==> src/rtl/tt_sel_driver_pkg.sv <==
// Shared definitions for the design-select pad driver: default geometry and FSM state encoding.
package tt_sel_driver_pkg;

   localparam int SEL_ADDR_W = 10;
   localparam int SEL_DIV    = 4;

   typedef enum logic [2:0] {
      S_IDLE  = 3'd0,
      S_DIS   = 3'd1,
      S_RST   = 3'd2,
      S_REL   = 3'd3,
      S_INC_H = 3'd4,
      S_INC_L = 3'd5,
      S_FIN   = 3'd6
   } sel_state_t;

   // Phase timer must be able to hold DIV itself.
   function automatic int timer_width(input int div);
      return $clog2(div + 1);
   endfunction

endpackage

==> src/rtl/tt_sel_driver_if.sv <==
// Request/status handshake between a sequencing master and the design-select driver.
interface tt_sel_driver_if
   import tt_sel_driver_pkg::*;
#(
   parameter int ADDR_W = SEL_ADDR_W
);
   logic              req_valid;
   logic              req_ready;
   logic [ADDR_W-1:0] req_addr;
   logic              req_ena;
   logic              busy;
   logic              done;

   modport master (
      output req_valid, req_addr, req_ena,
      input  req_ready, busy, done
   );

   modport slave (
      input  req_valid, req_addr, req_ena,
      output req_ready, busy, done
   );
endinterface

==> src/rtl/tt_sel_driver_timer.sv <==
// Phase timer: reloads to DIV-1 on state entry, counts down, flags the last cycle of the phase.
module tt_sel_driver_timer
   import tt_sel_driver_pkg::*;
#(
   parameter int DIV = SEL_DIV
) (
   input  logic clk,
   input  logic rst_n,
   input  logic load,
   output logic expired
);
   localparam int            TW       = timer_width(DIV);
   localparam logic [TW-1:0] LOAD_VAL = TW'(DIV - 1);

   logic [TW-1:0] cnt;

   always_ff @(posedge clk or negedge rst_n) begin
      if (!rst_n) begin
         cnt <= '0;
      end else if (load) begin
         cnt <= LOAD_VAL;
      end else if (cnt != '0) begin
         cnt <= cnt - 1'b1;
      end
   end

   assign expired = (cnt == '0);
endmodule

==> src/rtl/tt_sel_driver.sv <==
// Design-select initiator: disable, reset selector, pulse inc A times, then optionally re-enable.
//
//  state | meaning
//  IDLE  | ready for a request, pads hold last values
//  DIS   | design disabled, inc low
//  RST   | selector counter held in reset
//  REL   | selector reset released, setup before first inc
//  INC_H | inc pulse high phase
//  INC_L | inc pulse low phase, pulse counted on exit
//  FIN   | one cycle: apply enable, pulse done
module tt_sel_driver
   import tt_sel_driver_pkg::*;
#(
   parameter int ADDR_W = SEL_ADDR_W,
   parameter int DIV    = SEL_DIV
) (
   input  logic            clk,
   input  logic            rst_n,
   tt_sel_driver_if.slave  bus,
   output logic            ctrl_sel_rst_n,
   output logic            ctrl_sel_inc,
   output logic            ctrl_ena
);
   sel_state_t        state;
   logic [ADDR_W-1:0] addr_q;
   logic [ADDR_W-1:0] pulse_cnt;
   logic              ena_q;
   logic              ready_q;
   logic              done_q;
   logic              accept;
   logic              expired;
   logic              timer_load;
   logic              last_pulse;

   assign accept     = ready_q & bus.req_valid;
   assign timer_load = accept | (expired & (state != S_IDLE) & (state != S_FIN));
   // Compare against A-1 before incrementing so the all-ones address never wraps.
   assign last_pulse = (pulse_cnt == (addr_q - 1'b1));

   tt_sel_driver_timer #(.DIV(DIV)) u_timer (
      .clk     (clk),
      .rst_n   (rst_n),
      .load    (timer_load),
      .expired (expired)
   );

   always_ff @(posedge clk or negedge rst_n) begin
      if (!rst_n) begin
         state          <= S_IDLE;
         addr_q         <= '0;
         pulse_cnt      <= '0;
         ena_q          <= 1'b0;
         ready_q        <= 1'b0;
         done_q         <= 1'b0;
         ctrl_sel_rst_n <= 1'b0;
         ctrl_sel_inc   <= 1'b0;
         ctrl_ena       <= 1'b0;
      end else begin
         case (state)
            S_IDLE: begin
               ready_q <= 1'b1;
               if (accept) begin
                  addr_q       <= bus.req_addr;
                  ena_q        <= bus.req_ena;
                  pulse_cnt    <= '0;
                  ctrl_ena     <= 1'b0;
                  ctrl_sel_inc <= 1'b0;
                  ready_q      <= 1'b0;
                  state        <= S_DIS;
               end
            end
            S_DIS: begin
               if (expired) begin
                  ctrl_sel_rst_n <= 1'b0;
                  state          <= S_RST;
               end
            end
            S_RST: begin
               if (expired) begin
                  ctrl_sel_rst_n <= 1'b1;
                  state          <= S_REL;
               end
            end
            S_REL: begin
               if (expired) begin
                  if (addr_q == '0) begin
                     ctrl_ena <= ena_q;
                     done_q   <= 1'b1;
                     state    <= S_FIN;
                  end else begin
                     ctrl_sel_inc <= 1'b1;
                     state        <= S_INC_H;
                  end
               end
            end
            S_INC_H: begin
               if (expired) begin
                  ctrl_sel_inc <= 1'b0;
                  state        <= S_INC_L;
               end
            end
            S_INC_L: begin
               if (expired) begin
                  if (last_pulse) begin
                     ctrl_ena <= ena_q;
                     done_q   <= 1'b1;
                     state    <= S_FIN;
                  end else begin
                     pulse_cnt    <= pulse_cnt + 1'b1;
                     ctrl_sel_inc <= 1'b1;
                     state        <= S_INC_H;
                  end
               end
            end
            S_FIN: begin
               done_q  <= 1'b0;
               ready_q <= 1'b1;
               state   <= S_IDLE;
            end
            default: begin
               state <= S_IDLE;
            end
         endcase
      end
   end

   assign bus.req_ready = ready_q;
   assign bus.busy      = (state != S_IDLE);
   assign bus.done      = done_q;
endmodule

==> src/flat_wrapper.sv <==
// flat-port wrapper written by rule: the top's interface ports become plain ports
module tt_sel_driver_flat import tt_sel_driver_pkg::*;
#(
   parameter int ADDR_W = SEL_ADDR_W,
   parameter int DIV    = SEL_DIV
)
  (clk, rst_n, ctrl_sel_rst_n, ctrl_sel_inc, ctrl_ena, bus_req_valid, bus_req_addr, bus_req_ena, bus_req_ready, bus_busy, bus_done);
  tt_sel_driver_if #(.ADDR_W(ADDR_W)) bus_i ();
  input  logic clk;
  input  logic rst_n;
  output logic ctrl_sel_rst_n;
  output logic ctrl_sel_inc;
  output logic ctrl_ena;
  input wire logic [$bits(bus_i.req_valid)-1:0] bus_req_valid;
  input wire logic [$bits(bus_i.req_addr)-1:0] bus_req_addr;
  input wire logic [$bits(bus_i.req_ena)-1:0] bus_req_ena;
  output wire logic [$bits(bus_i.req_ready)-1:0] bus_req_ready;
  output wire logic [$bits(bus_i.busy)-1:0] bus_busy;
  output wire logic [$bits(bus_i.done)-1:0] bus_done;
  assign bus_i.req_valid = bus_req_valid;
  assign bus_i.req_addr = bus_req_addr;
  assign bus_i.req_ena = bus_req_ena;
  assign bus_req_ready = bus_i.req_ready;
  assign bus_busy = bus_i.busy;
  assign bus_done = bus_i.done;
  tt_sel_driver #(.ADDR_W(ADDR_W), .DIV(DIV)) u_core (.clk(clk), .rst_n(rst_n), .bus(bus_i), .ctrl_sel_rst_n(ctrl_sel_rst_n), .ctrl_sel_inc(ctrl_sel_inc), .ctrl_ena(ctrl_ena));
endmodule
==> config.mk <==
export PLATFORM = sky130hd
export DESIGN_NAME = tt_sel_driver_flat
export DESIGN_NICKNAME = d
export VERILOG_FILES = /design/src/rtl/tt_sel_driver_pkg.sv /design/src/rtl/tt_sel_driver_if.sv /design/src/rtl/tt_sel_driver_timer.sv /design/src/rtl/tt_sel_driver.sv /design/src/flat_wrapper.sv
export SDC_FILE = /design/constraint.sdc
export NUM_CORES = 1
export LEC_CHECK = 0
export BUFFER_PORTS_ARGS = -buffer_cell sky130_fd_sc_hd__buf_2
export CAP_MARGIN = 5
export CORE_MARGIN = 2
export CORE_UTILIZATION = 51
export CTS_BUF_LIST = sky130_fd_sc_hd__clkbuf_8
export DETAILED_ROUTE_END_ITERATION = 8
export HOLD_SLACK_MARGIN = 0.03
export PLACE_DENSITY = 0.81
export SETUP_SLACK_MARGIN = 0.3
export SLEW_MARGIN = 20
export SYNTH_ARGS = -nofsm -noshare
export SYNTH_HDL_FRONTEND = slang
export SYNTH_SLANG_ARGS = --single-unit
==> constraint.sdc <==
create_clock -name clk -period 7.1 [get_ports clk]
set_input_delay 0 -clock clk [delete_from_list [all_inputs] [get_ports clk]]
set_output_delay 0 -clock clk [all_outputs]
set_load 0.01 [all_outputs]
==> flow_summary.ini <==
[status]
outcome = completed

[yosys]
synth_top_cell_area_share = 0.388
synth_area_mm2 = 0.00207
netlist_top_cells_area = dfrtp_1, mux2_2, mux2i_1
ys_warn_count = 0
synth_cell_types = 53
async_flop_share = 1.00
syn-num-nets = 242
syn_area_per_cell_um2 = 9.22
ys_ff_latch = 32
yosysTopAreaCell = dfrtp_1
ys_seq_area_frac = 0.388
syn-instance-count = 224
ys_dominant_reg_cell = dfrtp_1
synth_edf_count = 0

[global_routing]
grt_pass1_wl_mm = 7.69
grt_start_max_net_pins = 33
grt_pass1_vias = 1658
grt-ovfl-total = 0
antenna_found_initial = 0
grt_use_total = 0.229

[finish]
drive_above_1_share = 0.190
seq_area_um2 = 801
diodes = 0
areaGrowthSynthToFinish_pct = 14.8
final_nets = 265
design_area_mm2 = 0.00237
fillers = 319
multi_input_area_mm2 = 0.00116

[timing]
rsz0062_at_grt = false
max_freq_mhz = 336
setup_viol = 0
finalHoldViolCount = 0
clock_skew_ps = 6.36
worst_pin_slew_ps = 730
setup_tns_ps = 0
post-route-period-util = 0.420
relSlewSlack = 0.510
maxSlewViolCount = 0
period_needed_ps = 2980

[clock_network]
numClockSinks = 32
clockBufferDepth = 2
numCtsBuffers = 5
cts_tree = yes
clk_pin_slew_worst_paths_ps = 70
ctsResizeCount = 0
htreeDepth = 2
root_buffer = clkbuf_8
clock_latency_ps = 290

[place]
gp_congestion = 0.879
dp_hpwl_mm = 3.13
port_buffers = 19
post_dp_cell_area_mm2 = 0.00215

[detailed_routing]
drtPass1Iterations = 4
drc_errors = 0
wl_per_cell_um = 15.2
via_per_inst = 5.75
vias = 1713
antenna_left = 0
drtIter0Drc = 106
postRouteWirelength_mm = 4.53

[floorplan]
fp-row-count = 23
die-width_um = 67.6
die_h_um = 67.6
die_area_mm2 = 0.00458
io_pins = 20
placeableCoreArea_mm2 = 0.00394
initial_core_util = 0.524

[worst_setup_path]
max_stage_delay_ps = 670
worst-path-max-fanout = 12
start_kind = flop
critPathKind = flop to flop
critPathRequiredTime_ps = 7270
cp-end-kind = flop
slowest_stage = a2111oi_4
path_cells = inv_1, ha_1, nor4b_2, a21oi_1, or3_4, a2111oi_4, a31oi_1, a311o_1
worstPathArrival_ps = 3150

[hold_path]
hp-class = primary input to asynchronous set/reset pin

[flow_run]
cap_violations = 0

[power]
power_density_mw_per_mm2 = 348
ir_drop_v = 0.000219
p_leak_uw = 0.00101
[power breakdown]
part | switching (uW) | internal [uW]
Combinational | 185 | 165
Clock | 68.6 | 77.3
Sequential | 90.9 | 238
Total | 345 | 480
[what timing repair did]
action                                 CTS  global route
hold buffers                            13             0
buffers inserted                         0             0
endpoints found under the hold margin   44             0
[metrics by stage]
stage	hold slack [ps]	util	total power (uW)	worst slack (ps)	cells
final	298	0.602	825	4120	298
after global routing	378	0.602	888	3940	298
after detailed placement	99.4	0.545	666	4240	277
after floorplan	-296	-	596	4610	224
after CTS	320	0.602	824	4130	298
after global placement	79.9	0.545	651	4380	277
[sequential cells by signal, indices dropped and copies added, names as in the netlist]
signal	count
u_core.ctrl_ena	1
u_core.addr_q	10
u_core.bus.done	1
u_core.ctrl_sel_rst_n	1
u_core.u_timer.cnt	3
u_core.bus.req_ready	1
u_core.pulse_cnt	10
u_core.ctrl_sel_inc	1
u_core.state	3
u_core.ena_q	1
[critical path: cells and delay by family (launching register included)]
family,cells,cell delay (ps)
adder cells (fa/ha/maj),1,270
buffers and inverters,1,80
AO/OA/AOI/OAI,4,1380
flip-flops,1,430
AND/OR/NAND/NOR,2,700
[logic make-up (layout without fill, tap and decap cells)]
logic type,count (synthesis),in the layout,share of synthesized area
adder cells (fa/ha/maj),4,4,0.0242
AND/OR/NAND/NOR,85,85,0.220
AO/OA/AOI/OAI,48,48,0.167
multiplexers,21,21,0.108
flip-flops,32,32,0.388
XOR/XNOR,10,10,0.0424
buffers and inverters,24,48,0.0503
[area by class of cell]
class                   count  area share
clock inverters             2     0.00422
repair buffers             32      0.0949
inverters                   8      0.0127
multi-input cells         168       0.489
flip-flops and latches     32       0.338
clock buffers               6      0.0348
well taps                  50      0.0264
[worst paths after layout]
| check | depth (start not counted) | endpoint | startpoint | slack, ps |
|---|---|---|---|---|
| max | 8 | u_core.ctrl_ena | u_core.addr_q[0] | 4120 |
| max reg2reg | 8 | u_core.ctrl_ena | u_core.addr_q[0] | 4120 |
| min reg2reg | 1 | u_core.u_timer.cnt[2] | u_core.bus.req_ready | 500 |
| max in group asynchronous | 2 | u_core.pulse_cnt[9] | rst_n | 6340 |
| min | 2 | u_core.bus.req_ready | rst_n | 300 |
| min in group clk | 3 | u_core.u_timer.cnt[2] | bus_req_valid | 420 |
[synth_stat cells, drive strengths merged (2+ instances only)]
cell,count
nand2b,10
nor2b,4
buf,5
or2,3
a211oi,4
and3,2
nand2,24
nand3,2
xor2,6
o21ai,12
xnor2,4
and2,2
dfrtp,32
o21a,2
a2111oi,3
or3,5
mux2,11
nand4,6
nor2,13
a21oi,12
clkbuf,11
nor3,7
a31oi,2
ha,4
mux2i,10
inv,8
[layer usage]
metal / vias to the layer above / global-route usage / part of all wire
li1: 846 / - / -
met1: 802 / 0.309 / 0.45
met2: 54 / 0.348 / 0.47
met3: 11 / 0.0617 / 0.053
met4: 0 / 0.0944 / 0.027
met5: - / 0 / 0
[placed cells by master, fill, tap and decap left out, types with 2 or more instances in the layout]
cell type      count
a2111oi_0          2
a211oi_1           4
a21oi_1           12
a31oi_1            2
and3_1             2
buf_2             19
clkbuf_8           6
clkinv_2           2
dfrtp_1           32
dlygate4sd3_1     13
ha_1               4
inv_1              8
mux2_2            11
mux2i_1           10
nand2_1           24
nand2b_1          10
nand3_1            2
nand4_1            6
nor2_1            13
nor2b_1            4
nor3_1             7
o21a_1             2
o21ai_0           11
or2_2              3
or3_1              4
xnor2_1            4
xor2_1             6
No activity file was read; power rests on OpenSTA's default activity.
